### src/rtl/counter_ctrl_pkg.sv
// Shared definitions for the alarm-clock counter sequencer: FSM state
// encodings (also used by display/LED logic) and a BCD validity helper.
package counter_ctrl_pkg;

    typedef enum logic [1:0] {
        S_IDLE  = 2'd0,
        S_RUN   = 2'd1,
        S_PAUSE = 2'd2,
        S_ALARM = 2'd3
    } state_t;

    // True when every nibble of a 4-digit BCD word is 0..9.
    function automatic logic bcd_valid(input logic [15:0] v);
        return (v[3:0] <= 4'd9) && (v[7:4] <= 4'd9) &&
               (v[11:8] <= 4'd9) && (v[15:12] <= 4'd9);
    endfunction

endpackage

### src/rtl/counter_ctrl_if.sv
// Link between the sequencer and the 4-digit BCD counter: count/clear
// pulses going out, the four counter digits coming back.
interface counter_ctrl_if;
    logic       cnt_pulse;
    logic       cnt_clr;
    logic [3:0] cnt_b0;
    logic [3:0] cnt_b1;
    logic [3:0] cnt_b2;
    logic [3:0] cnt_b3;

    modport master (output cnt_pulse, cnt_clr,
                    input  cnt_b0, cnt_b1, cnt_b2, cnt_b3);
    modport slave  (input  cnt_pulse, cnt_clr,
                    output cnt_b0, cnt_b1, cnt_b2, cnt_b3);
endinterface

### src/rtl/counter_ctrl_btn_sync_edge.sv
// Raw button synchroniser (two flops) plus a history flop; emits a one-clock
// pulse on each synchronised rising edge.
module counter_ctrl_btn_sync_edge (
    input  logic clk,
    input  logic reseteador,
    input  logic btn,
    output logic ev
);
    logic sync1;
    logic sync2;
    logic hist;

    // NOTE: non-blocking assignments so every flop samples the pre-edge value of its source.
    always_ff @(posedge clk or posedge reseteador) begin
        if (reseteador) begin
            sync1 <= 1'b0;
            sync2 <= 1'b0;
            hist  <= 1'b0;
        end else begin
            sync1 <= btn;
            sync2 <= sync1;
            hist  <= sync2;
        end
    end

    assign ev = sync2 & ~hist;
endmodule

### src/rtl/counter_ctrl.sv
// Alarm-clock counter sequencer: button events drive the run/pause/alarm FSM,
// a prescaler paces count pulses, and a setpoint compare rings the alarm.
module counter_ctrl
    import counter_ctrl_pkg::*;
#(
    parameter int PRESCALE    = 50_000_000,
    parameter int ALARM_TICKS = 10
) (
    input  logic           clk,
    input  logic           reseteador,
    input  logic           btn_start,
    input  logic           btn_stop,
    input  logic           btn_clr,
    input  logic           alarm_en,
    input  logic [15:0]    alarm_bcd,
    counter_ctrl_if.master cnt,
    output logic           alarm,
    output logic [1:0]     state
);
    localparam int PW = $clog2(PRESCALE);
    localparam int RW = $clog2(ALARM_TICKS + 1);
    localparam logic [PW-1:0] PRE_LAST  = PW'(PRESCALE - 1);
    localparam logic [RW-1:0] RING_INIT = RW'(ALARM_TICKS);

    logic ev_start, ev_stop, ev_clr;

    counter_ctrl_btn_sync_edge u_start (.clk(clk), .reseteador(reseteador), .btn(btn_start), .ev(ev_start));
    counter_ctrl_btn_sync_edge u_stop  (.clk(clk), .reseteador(reseteador), .btn(btn_stop),  .ev(ev_stop));
    counter_ctrl_btn_sync_edge u_clr   (.clk(clk), .reseteador(reseteador), .btn(btn_clr),   .ev(ev_clr));

    state_t        cur_state, state_nxt;
    logic [PW-1:0] presc, presc_nxt;
    logic [RW-1:0] ring, ring_nxt;
    logic          match, match_q, match_rise;
    logic          run_on, tick;

    assign match = bcd_valid(alarm_bcd) &&
                   ({cnt.cnt_b3, cnt.cnt_b2, cnt.cnt_b1, cnt.cnt_b0} == alarm_bcd);
    assign match_rise = match & ~match_q;

    // The prescaler only advances on cycles that stay in a counting state, so
    // a stop freezes the phase and a clear can never leak a final pulse.
    assign run_on = ((cur_state == S_RUN) && !ev_clr && !ev_stop) ||
                    ((cur_state == S_ALARM) && !ev_clr);
    assign tick   = run_on && (presc == PRE_LAST);

    // NOTE: defaults first so no path through the case can infer a latch.
    always_comb begin
        state_nxt = cur_state;
        ring_nxt  = ring;
        presc_nxt = presc;

        case (cur_state)
            S_IDLE:  if (ev_start) state_nxt = S_RUN;
            S_RUN: begin
                if (ev_stop) begin
                    state_nxt = S_PAUSE;
                end else if (match_rise && alarm_en) begin
                    state_nxt = S_ALARM;
                    ring_nxt  = RING_INIT;
                end
            end
            S_PAUSE: if (ev_start) state_nxt = S_RUN;
            S_ALARM: begin
                if (ev_stop) begin
                    state_nxt = S_RUN;
                end else if (tick) begin
                    ring_nxt = ring - RW'(1);
                    if (ring == RW'(1)) state_nxt = S_RUN;
                end
            end
        endcase

        if (ev_clr) state_nxt = S_IDLE;
        if (state_nxt != S_ALARM) ring_nxt = '0;

        if (run_on) presc_nxt = tick ? '0 : presc + PW'(1);
        if (ev_clr) presc_nxt = '0;
    end

    always_ff @(posedge clk or posedge reseteador) begin
        if (reseteador) begin
            cur_state     <= S_IDLE;
            presc         <= '0;
            ring          <= '0;
            match_q       <= 1'b0;
            cnt.cnt_pulse <= 1'b0;
            cnt.cnt_clr   <= 1'b0;
            alarm         <= 1'b0;
        end else begin
            cur_state     <= state_nxt;
            presc         <= presc_nxt;
            ring          <= ring_nxt;
            match_q       <= match;
            cnt.cnt_pulse <= tick;
            cnt.cnt_clr   <= ev_clr;
            alarm         <= (state_nxt == S_ALARM);
        end
    end

    assign state = cur_state;
endmodule

### src/flat_wrapper.sv
// flat-port wrapper written by rule: the top's interface ports become plain ports
module counter_ctrl_flat import counter_ctrl_pkg::*;
#(
    parameter int PRESCALE    = 50_000_000,
    parameter int ALARM_TICKS = 10
)
  (clk, reseteador, btn_start, btn_stop, btn_clr, alarm_en, alarm_bcd, alarm, state, cnt_cnt_pulse, cnt_cnt_clr, cnt_cnt_b0, cnt_cnt_b1, cnt_cnt_b2, cnt_cnt_b3);
  counter_ctrl_if cnt_i ();
  input  logic clk;
  input  logic reseteador;
  input  logic btn_start;
  input  logic btn_stop;
  input  logic btn_clr;
  input  logic alarm_en;
  input  logic [15:0] alarm_bcd;
  output logic alarm;
  output logic [1:0] state;
  output wire logic [$bits(cnt_i.cnt_pulse)-1:0] cnt_cnt_pulse;
  output wire logic [$bits(cnt_i.cnt_clr)-1:0] cnt_cnt_clr;
  input wire logic [$bits(cnt_i.cnt_b0)-1:0] cnt_cnt_b0;
  input wire logic [$bits(cnt_i.cnt_b1)-1:0] cnt_cnt_b1;
  input wire logic [$bits(cnt_i.cnt_b2)-1:0] cnt_cnt_b2;
  input wire logic [$bits(cnt_i.cnt_b3)-1:0] cnt_cnt_b3;
  assign cnt_cnt_pulse = cnt_i.cnt_pulse;
  assign cnt_cnt_clr = cnt_i.cnt_clr;
  assign cnt_i.cnt_b0 = cnt_cnt_b0;
  assign cnt_i.cnt_b1 = cnt_cnt_b1;
  assign cnt_i.cnt_b2 = cnt_cnt_b2;
  assign cnt_i.cnt_b3 = cnt_cnt_b3;
  counter_ctrl #(.PRESCALE(PRESCALE), .ALARM_TICKS(ALARM_TICKS)) u_core (.clk(clk), .reseteador(reseteador), .btn_start(btn_start), .btn_stop(btn_stop), .btn_clr(btn_clr), .alarm_en(alarm_en), .alarm_bcd(alarm_bcd), .cnt(cnt_i), .alarm(alarm), .state(state));
endmodule
### config.mk
export PLATFORM = sky130hd
export DESIGN_NAME = counter_ctrl_flat
export DESIGN_NICKNAME = d
export VERILOG_FILES = /design/src/rtl/counter_ctrl_pkg.sv /design/src/rtl/counter_ctrl_if.sv /design/src/rtl/counter_ctrl_btn_sync_edge.sv /design/src/rtl/counter_ctrl.sv /design/src/flat_wrapper.sv
export SDC_FILE = /design/constraint.sdc
export NUM_CORES = 1
export LEC_CHECK = 0
export ABC_AREA = 1
export BUFFER_PORTS_ARGS = -buffer_cell sky130_fd_sc_hd__buf_2
export CORE_AREA = 2 2 69 71
export CTS_CLUSTER_DIAMETER = 200
export DETAILED_ROUTE_END_ITERATION = 12
export DIE_AREA = 0 0 71 73
export PLACE_DENSITY_LB_ADDON = 0.05
export SYNTH_ARGS = -nofsm -noshare
export SYNTH_HDL_FRONTEND = slang
export SYNTH_SLANG_ARGS = --single-unit
### constraint.sdc
create_clock -name clk -period 4.3 [get_ports clk]
set_input_delay 0.43 -clock clk [delete_from_list [all_inputs] [get_ports clk]]
set_output_delay 0.43 -clock clk [all_outputs]
set_load 0.05 [all_outputs]
Yosys cells after proc, flatten, opt, wreduce, memory -nomap -nowiden --
Index checks and enable logic that the tools add are counted.
Operators by class: bitwise operators 8, magnitude comparators 4, reductions and logical operators 17, equality and inequality tests 12, $add $sub $neg 2, mux-type cells 17
Operators with widths (count):
- two-way mux 26 bit | 3
- adder 26 x 1 -> 26 bit (second input constant) | 1
- == test 26 bit (second input constant) | 1
- two-way mux 4 bit | 5
- == test 16 bit | 1
- <= comparator 4 bit (second input constant) | 4
- two-way mux 2 bit | 7
- logical AND 1 bit | 9
- != test 3 bit (second input constant) | 3
- one-hot mux 4 bit (2 select lines) | 1
- == test 2 bit (second input constant) | 3
- one-hot mux 2 bit (3 select lines) | 1
- AND reduction 5 bit | 1
- AND 1 bit | 4
- == test 4 x 1 -> 1 bit (second input constant) | 1
- NOT 1 bit | 4
- subtractor 4 x 1 -> 4 bit (second input constant) | 1
- != test 3 x 2 -> 1 bit (second input constant) | 1
- nonzero test 3 bit | 1
- == test 2 x 1 -> 1 bit (second input constant) | 1
- zero test 1 bit | 2
- zero test 2 bit | 1
- != test 2 bit (second input constant) | 1
- nonzero test 2 bit | 1
- other kinds (2) | 2
Storage, ports and cells: word-level logic and storage cells 76, bits of input ports 38, register bits 45

Longest topological paths before layout --
Gate-level depths: netlist (run 1).
depth after elaboration 14, mapped depth 13, gate-level depth less buffers 13

Modules after synthesis --
Synthesis (run 1) repeated with hierarchy kept, for this count alone.
Second synthesis, totals: cell total of the unflattened synthesis 379, area total of the unflattened synthesis 2802.7 um2
Modules (own cells, without submodules):
- counter_ctrl | area each 2536.2 um2, sequential area each 900.9 um2, cells an instance 361, instances 1
- counter_ctrl_btn_sync_edge | area each 88.8 um2, sequential area each 75.1 um2, cells an instance 6, instances 3

Least setup slack after synthesis (run 1) --
Ideal clock, no wire load.
path kind register to register, start point register u_core.cur_state[1], in the netlist u_core.state[1], end point register u_core.presc[17], stages on the path, launching flop included 9, buffers on the path 1, data required time 4.180 ns, library setup time 0.120 ns, setup slack 2.638 ns, arrival time 1.542 ns, period minus slack after synthesis 1.662 ns, cell sequence dfrtp_1 inv_1 nand2_1 nand2_1 nand2_2 buf_2 nand4_1 xor2_1 nor2_2
Between the ends: cells in the longest elaborated chain, start to end 8
RTL lines:
- start: declaration | RTL line counter_ctrl.sv:31 | state_t cur_state, state_nxt;
- start signal: assignment | RTL line counter_ctrl.sv:91 | cur_state <= state_nxt;
- == test 2 x 1 -> 1 bit | RTL line counter_ctrl.sv:43 | assign run_on = ((cur_state == S_RUN) && !ev_clr && !ev_stop) ||
- logical AND 1 bit (2 in series) | RTL line counter_ctrl.sv:43
- logical OR 1 bit * | RTL line counter_ctrl.sv:43
- logical AND 1 bit | RTL line counter_ctrl.sv:45 | assign tick = run_on && (presc == PRE_LAST);
- two-way mux 26 bit (2 in series) | RTL line counter_ctrl.sv:77 | if (run_on) presc_nxt = tick ? '0 : presc + PW'(1);
- two-way mux 26 bit | RTL line counter_ctrl.sv:78 | if (ev_clr) presc_nxt = '0;
- end signal: assignment | RTL line counter_ctrl.sv:92 | presc <= presc_nxt;
- end: declaration | RTL line counter_ctrl.sv:32 | logic [PW-1:0] presc, presc_nxt;
Mark *: on every way between the ends. The rest lies on a longest branch, timed or not. The select of a mux whose other input is x is not followed. A chain may end at the register's enable or synchronous reset.

Worst setup path after layout (run 1) --
start point register u_core.presc[0], end point register u_core.presc[22]
Between the ends: cells in the longest elaborated chain, start to end 5
RTL lines (RTL line):
- parallel branches: the longest is 2 deep, another holds adder 26 x 1 -> 26 bit
- two-way mux 26 bit * (2 in series) | counter_ctrl.sv:77
- two-way mux 26 bit * | counter_ctrl.sv:78
Mark *: on every way between the ends. The select of a mux whose other input is x is not followed.

==> results.py, run 1 <==
metrics = {
    "cts": {
        "post-cts-setup-buffer-count": 0,
        "cts_tree": "yes",
        "maximum_buffer_depth_of_the_clock_tree": 2,
        "cts.clk_slew.worst_paths_ns": 0.09,
        "post_cts.resized_instances": 0,
        "tritoncts.num_buffers": 5,
        "cts_root_buf": "clkbuf_8",
        "clk-insertion-delay-late_ns": 0.31,
        "cts_htree_levels": 2,
        "ctsHoldBuffers": 0,
        "clkSinkCount": 45,
    },
    "flow_run": {
        "maxCapViolCount": 0,
    },
    "routing": {
        "drc": 0,
        "routed_via_density": 5.04,
        "drt-total-wl_um": 5170,
        "detailedRoute.firstPassIterationCount": 4,
        "num_vias": 2169,
        "drt-wirelength-per-cell_um": 12.0,
        "antenna_violating_nets_post_route": 0,
        "drt_iter0_drc": 107,
    },
    "placement": {
        "port_buffers": 42,
        "placer_congestion_estimate": 0.893,
        "dp_hpwl_um": 3880,
    },
    "critical_path": {
        "critical_path_arrival_ns": 2.10,
        "timing.setup.critical_path_class": "reg -> reg",
        "worstSetupEndpointType": "register",
        "setup.worst_path.start_class": "register",
        "timing.critical_path.required_ns": 4.48,
        "path_max_fanout": 17,
    },
    "grt": {
        "via_count_of_the_first_global_routing_pass": 2029,
        "grt_antenna_before_repair": 0,
        "grt_overflow_total": 0,
        "grt_pass1_wl_um": 8960,
        "grt_util_all_layers_pct": 21.8,
        "maximum_number_of_pins_on_one_net_before_global_route_repair": 46,
    },
    "final_layout": {
        "antennaDiodeCount": 0,
        "nets": 416,
        "top_register_by_number_of_flip_flops": "u_core.presc",
        "largest_reg_flops": 26,
        "post_layout_util_pct": 65.5,
        "synthToLayoutAreaGrowth_pct": 14.9,
        "drive_above_1_share_pct": 22.1,
    },
    "floorplanning": {
        "die_height_um": 73,
        "floorplan.die_area_mm2": 0.00518,
        "fp.dieW_um": 71,
        "core.rowCount": 25,
        "io_pins": 43,
        "design.core.area_mm2": 0.00454,
        "effective_utilization_at_floorplan_pct": 57.0,
    },
    "timing": {
        "slew-limit-headroom_pct": 40.0,
        "period_needed_ns": 1.91,
        "final.setup_skew_ns": 0.0113,
        "slew_viol_final": 0,
        "fin_crit_sh_pct": 44.5,
        "timing.final.setup_violations": 0,
        "rsz0062_at_grt": "no",
        "timing_hold_violations_final": 0,
        "max_freq_ghz": 0.523,
        "worst_pin_slew_ns": 0.899,
        "finalSetupTns_ns": 0,
    },
    "logic_synthesis": {
        "gate_count_after_technology_mapping": 328,
        "ranking_of_synthesized_cells_by_area": "dfrtp_1 (44%), nand2_1 (11%), inv_1 (6.2%), nor2_1 (5.2%), xnor2_1 (4.7%)",
        "avgSynthCellArea_um2": 7.88,
        "postSynthNetCount": 369,
        "postSynthRegisterBits": 45,
        "yosysSeqAreaShare_pct": 43.6,
        "synth_top_cell_area_share_pct": 43.6,
        "synthDistinctLibCells": 35,
        "synth.cells.most_frequent": "nand2_1 (74), dfrtp_1 (45), inv_1 (43)",
        "synth_most_common_cell": "nand2_1",
        "yosysWarningCount": 0,
        "synth_async_reset_ratio_pct": 100,
        "ys.flop_type": "dfrtp_1",
        "cell_type_contributing_the_most_total_cell_area_after_synthesis": "dfrtp_1",
        "syn_area_mm2": 0.00258,
        "synth_edf_count": 0,
    },
    "pwr": {
        "p_leak_nw": 1.45,
        "finalPower_uw": 949,
        "power_density_mw_per_mm2": 320,
        "ir_worst_vdd_v": 0.000281,
    },
    "run_status": {
        "outcome": "finished, final reports clean",
    },
    "worst_hold_path": {
        "min-delay-path-class": "in -> reg",
    },
}
-- cells by family (layout without fill, tap and decap cells) --
kind of cell	after synthesis	count (layout)	share of synthesized area [%]
buffers and inverters	52	100	7.65
adders and majority gates	3	3	1.45
and+or+nand+nor	171	171	32.2
AOI/OAI and AO/OA	38	38	8.71
xor gates and xnor gates	19	19	6.44
DFF	45	45	43.6
-- metal layers --
metal	vias up	wire length, um	GRT usage, %
li1	1131	-	-
met1	990	2570	30.2
met2	41	2330	34.9
met3	7	210	4.42
met4	0	70	6.50
met5	-	0	0
-- per-stage QoR --
| step | instances | area, um2 | hold slack [ns] | setup slack, ns |
|---|---|---|---|---|
| floorplan | 328 | 2580 | 0.331 | 2.64 |
| global placement | 422 | 2850 | 0.332 | 2.46 |
| detailed placement | 422 | 2850 | 0.336 | 2.40 |
| CTS | 430 | 2970 | 0.213 | 2.38 |
| global route | 430 | 2970 | 0.208 | 2.23 |
| finish | 430 | 2970 | 0.224 | 2.39 |
-- where the power goes --
group / internal [mW] / switching (mW)
clock: 0.177 / 0.156
sequential: 0.443 / 0.0178
combinational: 0.0514 / 0.104
total: 0.671 / 0.278
-- worst max-delay path, stage by stage (launching register included) --
cell     delay, ns
dfrtp_1       0.41
ha_1          0.21
nand2_1       0.10
nor2_4        0.12
nand3_4       0.10
nor2_4        0.14
nand2_2       0.08
nand2_2       0.28
nor2_1        0.13
inv_1         0.14
o22ai_1       0.09
-- cell type report --
class	instances	area, um2
Fill cell	399	1570
Multi-Input combinational cell	231	1260
Sequential cell	45	1130
Timing Repair Buffer	42	210
Inverter	50	188
Clock buffer	5	68.8
Tap cell	54	67.6
Clock inverter	3	47.5
-- final timing paths --
path / startpoint / end / slack, ns / cells after the start
setup / recovery: u_core.presc[0] / u_core.presc[22] / 2.39 / 10
min in group asynchronous: reseteador / u_core.presc[12] / 0.31 / 2
hold / removal: btn_stop / u_core.u_stop.sync1 / 0.22 / 1
hold reg to reg: u_core.u_stop.sync1 / u_core.u_stop.sync2 / 0.36 / 0
setup reg to reg: u_core.presc[0] / u_core.presc[22] / 2.39 / 10
max in group asynchronous: reseteador / u_core.ring[0] / 3.43 / 2
-- cells in the final DEF, fill, tap and decap left out, types with 9 or more instances in the layout --
| master | n |
|---|---|
| nand3_1 | 17 |
| inv_1 | 42 |
| a21oi_1 | 13 |
| nand2_1 | 74 |
| buf_2 | 42 |
| xnor2_1 | 14 |
| o21ai_1 | 9 |
| nor2_1 | 36 |
| dfrtp_1 | 45 |
Note: power is estimated with default switching activity, not from simulation.
==> run 2, diff against run 1 <==
CORE_AREA = 2 2 75 77   (was 2 2 69 71)
DIE_AREA = 0 0 77 79   (was 0 0 71 73)
clock period = 1.5 ns   (was 4.3 ns; I/O delays follow)
==> run 2 against run 1 <==
Net effect: the flow now finishes with violations (setup timing); cell count increased by 19%; sequential share of layout area down 8.1 points; largest power group unchanged; critical path type unchanged; clock skew grew 0.0057 ns; non-clock buffer count is 64 higher; global-route usage shrank 1.3 points; wire length up 20%; power grew to 3.0 times the previous value; worst setup slack got worse by 2.6 ns; first-iteration DRC count down 7.5%; highest routed layer unchanged; die area increased by 17%.
==> results.py, run 2 (synthesis results as in run 1) <==
metrics = {
    "final_layout": {
        "drive_above_1_share_pct": 45.0,
        "largest_reg_flops": 26,
        "n_fill_cell": 448,
        "antennaDiodeCount": 0,
        "ff_latch_area_mm2": 0.00113,
        "multi_input_area_mm2": 0.00153,
        "mostFrequentLayoutCells": "nand2_1 (64), buf_4 (56), dfrtp_1 (43), buf_2 (42), inv_1 (39)",
        "nets": 480,
        "leading_cell_type_in_the_layout_fill_and_taps_excluded": "nand2_1",
        "final_design_area_no_fill_mm2": 0.00379,
        "synthToLayoutAreaGrowth_pct": 46.6,
        "top_register_by_number_of_flip_flops": "u_core.presc",
    },
    "pwr": {
        "clockPowerShare_pct": 29.2,
        "share_seq_of_total_power_pct": 46.7,
        "ir_worst_vdd_v": 0.000814,
        "pwr-share-comb_pct": 24.1,
        "power.net_switching_uw": 846,
        "finalPower_mw": 2.83,
        "cellInternalPower_mw": 1.98,
        "power.share.switching_pct": 29.9,
        "power_density_mw_per_mm2": 746,
        "p_leak_nw": 1.85,
    },
    "timing": {
        "slew_viol_final": 0,
        "period_needed_ns": 1.67,
        "max_freq_ghz": 0.599,
        "timing_hold_violations_final": 0,
        "fin_crit_sh_pct": 111,
        "finalHoldWorstSlack_ns": 0.239,
        "timing.final.setup_violations": 30,
        "worst_pin_slew_ns": 0.367,
        "rsz0062_at_grt": "yes",
        "final_critical_path_setup_slack_ns": -0.170,
        "final.setup_skew_ns": 0.0170,
        "slew-limit-headroom_pct": 75.5,
    },
    "floorplanning": {
        "io_pins": 43,
        "floorplan.die_area_mm2": 0.00608,
        "effective_utilization_at_floorplan_pct": 48.4,
        "core.rowCount": 27,
        "die_height_um": 79,
        "fp.dieW_um": 77,
        "design.core.area_mm2": 0.00534,
    },
    "flow_run": {
        "maxCapViolCount": 0,
    },
    "placement": {
        "dpl-instance-area_mm2": 0.00327,
        "port_buffers": 42,
        "dp_hpwl_um": 4400,
        "placer_congestion_estimate": 0.824,
    },
    "critical_path": {
        "r2r-end": "u_core.ring[1]",
        "source_of_the_worst_register_to_register_timing_path": "u_core.presc[1]",
        "setup.worst_path.start_class": "register",
        "critical_path_arrival_ns": 1.86,
        "worst_setup_path_startpoint": "u_core.presc[1]",
        "timing.setup.critical_path_class": "reg -> reg",
        "worstSetupEndpointType": "register",
        "timing.critical_path.required_ns": 1.69,
        "r2r_cells": 12,
        "worst-r2r-setup-slack_ns": -0.17,
        "path_max_fanout": 6,
    },
    "run_status": {
        "violations": "setup timing",
        "outcome": "finished with violations",
    },
    "worst_hold_path": {
        "worstHoldPathCells": 6,
        "worst_hold_startpoint": "cnt_cnt_b1[0]",
        "min-delay-path-class": "in -> reg",
        "capture_endpoint_of_the_worst_hold_path": "u_core.match_q",
    },
    "grt": {
        "grt_pass1_wl_um": 10000,
        "grt_overflow_total": 0,
        "grt_antenna_before_repair": 0,
        "grt_util_all_layers_pct": 20.4,
        "via_count_of_the_first_global_routing_pass": 2310,
        "maximum_number_of_pins_on_one_net_before_global_route_repair": 31,
    },
    "cts": {
        "cts_root_buf": "clkbuf_8",
        "maximum_buffer_depth_of_the_clock_tree": 2,
        "clk-insertion-delay-late_ns": 0.30,
        "clkSinkCount": 45,
        "cts.clk_slew.worst_paths_ns": 0.08,
        "cts_htree_levels": 2,
        "cts_tree": "yes",
        "tritoncts.num_buffers": 5,
    },
    "routing": {
        "antenna_violating_nets_post_route": 0,
        "detailedRoute.firstPassIterationCount": 4,
        "drt-total-wl_um": 6230,
        "drt_iter0_drc": 99,
        "drc": 0,
        "drt-wirelength-per-cell_um": 12.2,
        "routed_via_density": 4.78,
        "num_vias": 2449,
    },
}
run 2: area by class of cell:
cell class                      count  area share, %
Multi-Input combinational cell    231           40.5
Inverter                           50           5.09
Clock inverter                      1          0.132
Sequential cell                    45           29.8
Clock buffer                        7           2.54
Tap cell                           72           2.38
Timing Repair Buffer              106           19.6
run 2: what timing repair did:
| action | in CTS | in global routing |
|---|---|---|
| pin swaps | 8 | 28 |
| endpoints found under the hold margin | 18 | 0 |
| hold buffers | 4 | 0 |
| gates resized for setup | 21 | 48 |
| buffers inserted | 6 | 9 |
| setup endpoints to repair | 22 | 32 |
run 2: how the worst max path moves through the flow:
| stage | to | cells after the start |
|---|---|---|
| floorplan | u_core.ring[1] | 12 |
| global route | u_core.presc[18] | 10 |
| CTS | u_core.ring[1] | 12 |
| detailed placement | u_core.ring[1] | 12 |
| global placement | u_core.presc[18] | 10 |
| finish | u_core.ring[1] | 12 |
run 2: worst max-delay path: stages, from the launching register on:
cell and delay (ns):
dfrtp_1 0.40, ha_4 0.17, nand2_4 0.05, nor2_4 0.13, nand3_4 0.12, nor2_4 0.16, nand2_2 0.10, inv_2 0.07
nand2_2 0.06, nand2_4 0.10, nand3_2 0.07, o21ai_1 0.08, nor2_1 0.05
run 2: layer usage:
metal / up-vias / track usage, % / part of all wire, %
li1: 1267 / - / -
met1: 1130 / 26.8 / 46
met2: 43 / 34.7 / 49
met3: 9 / 3.98 / 3.6
met4: 0 / 5.89 / 1.3
met5: - / 0 / 0
run 2: per-stage QoR:
stage / util [%] / setup slack [ns] / setup TNS, ns / instances
detailed placement: 61.3 / -0.106 / -1.38 / 485
global route: 71.0 / -0.277 / -5.49 / 512
global placement: 61.3 / -0.0720 / -0.806 / 485
floorplan: - / -0.0244 / -0.0480 / 328
CTS: 65.8 / -0.0985 / -1.29 / 503
finish: 71.0 / -0.170 / -2.94 / 512
run 2: power groups by stage:
| stage | registers, mW | clock network, mW | logic [mW] |
|---|---|---|---|
| finish | 1.32 | 0.827 | 0.681 |
| global route | 1.32 | 0.877 | 0.755 |
| CTS | 1.31 | 0.842 | 0.627 |
| detailed placement | 1.33 | 0 | 0.595 |
| global placement | 1.33 | 0 | 0.590 |
| floorplan | 1.40 | 0 | 0.257 |
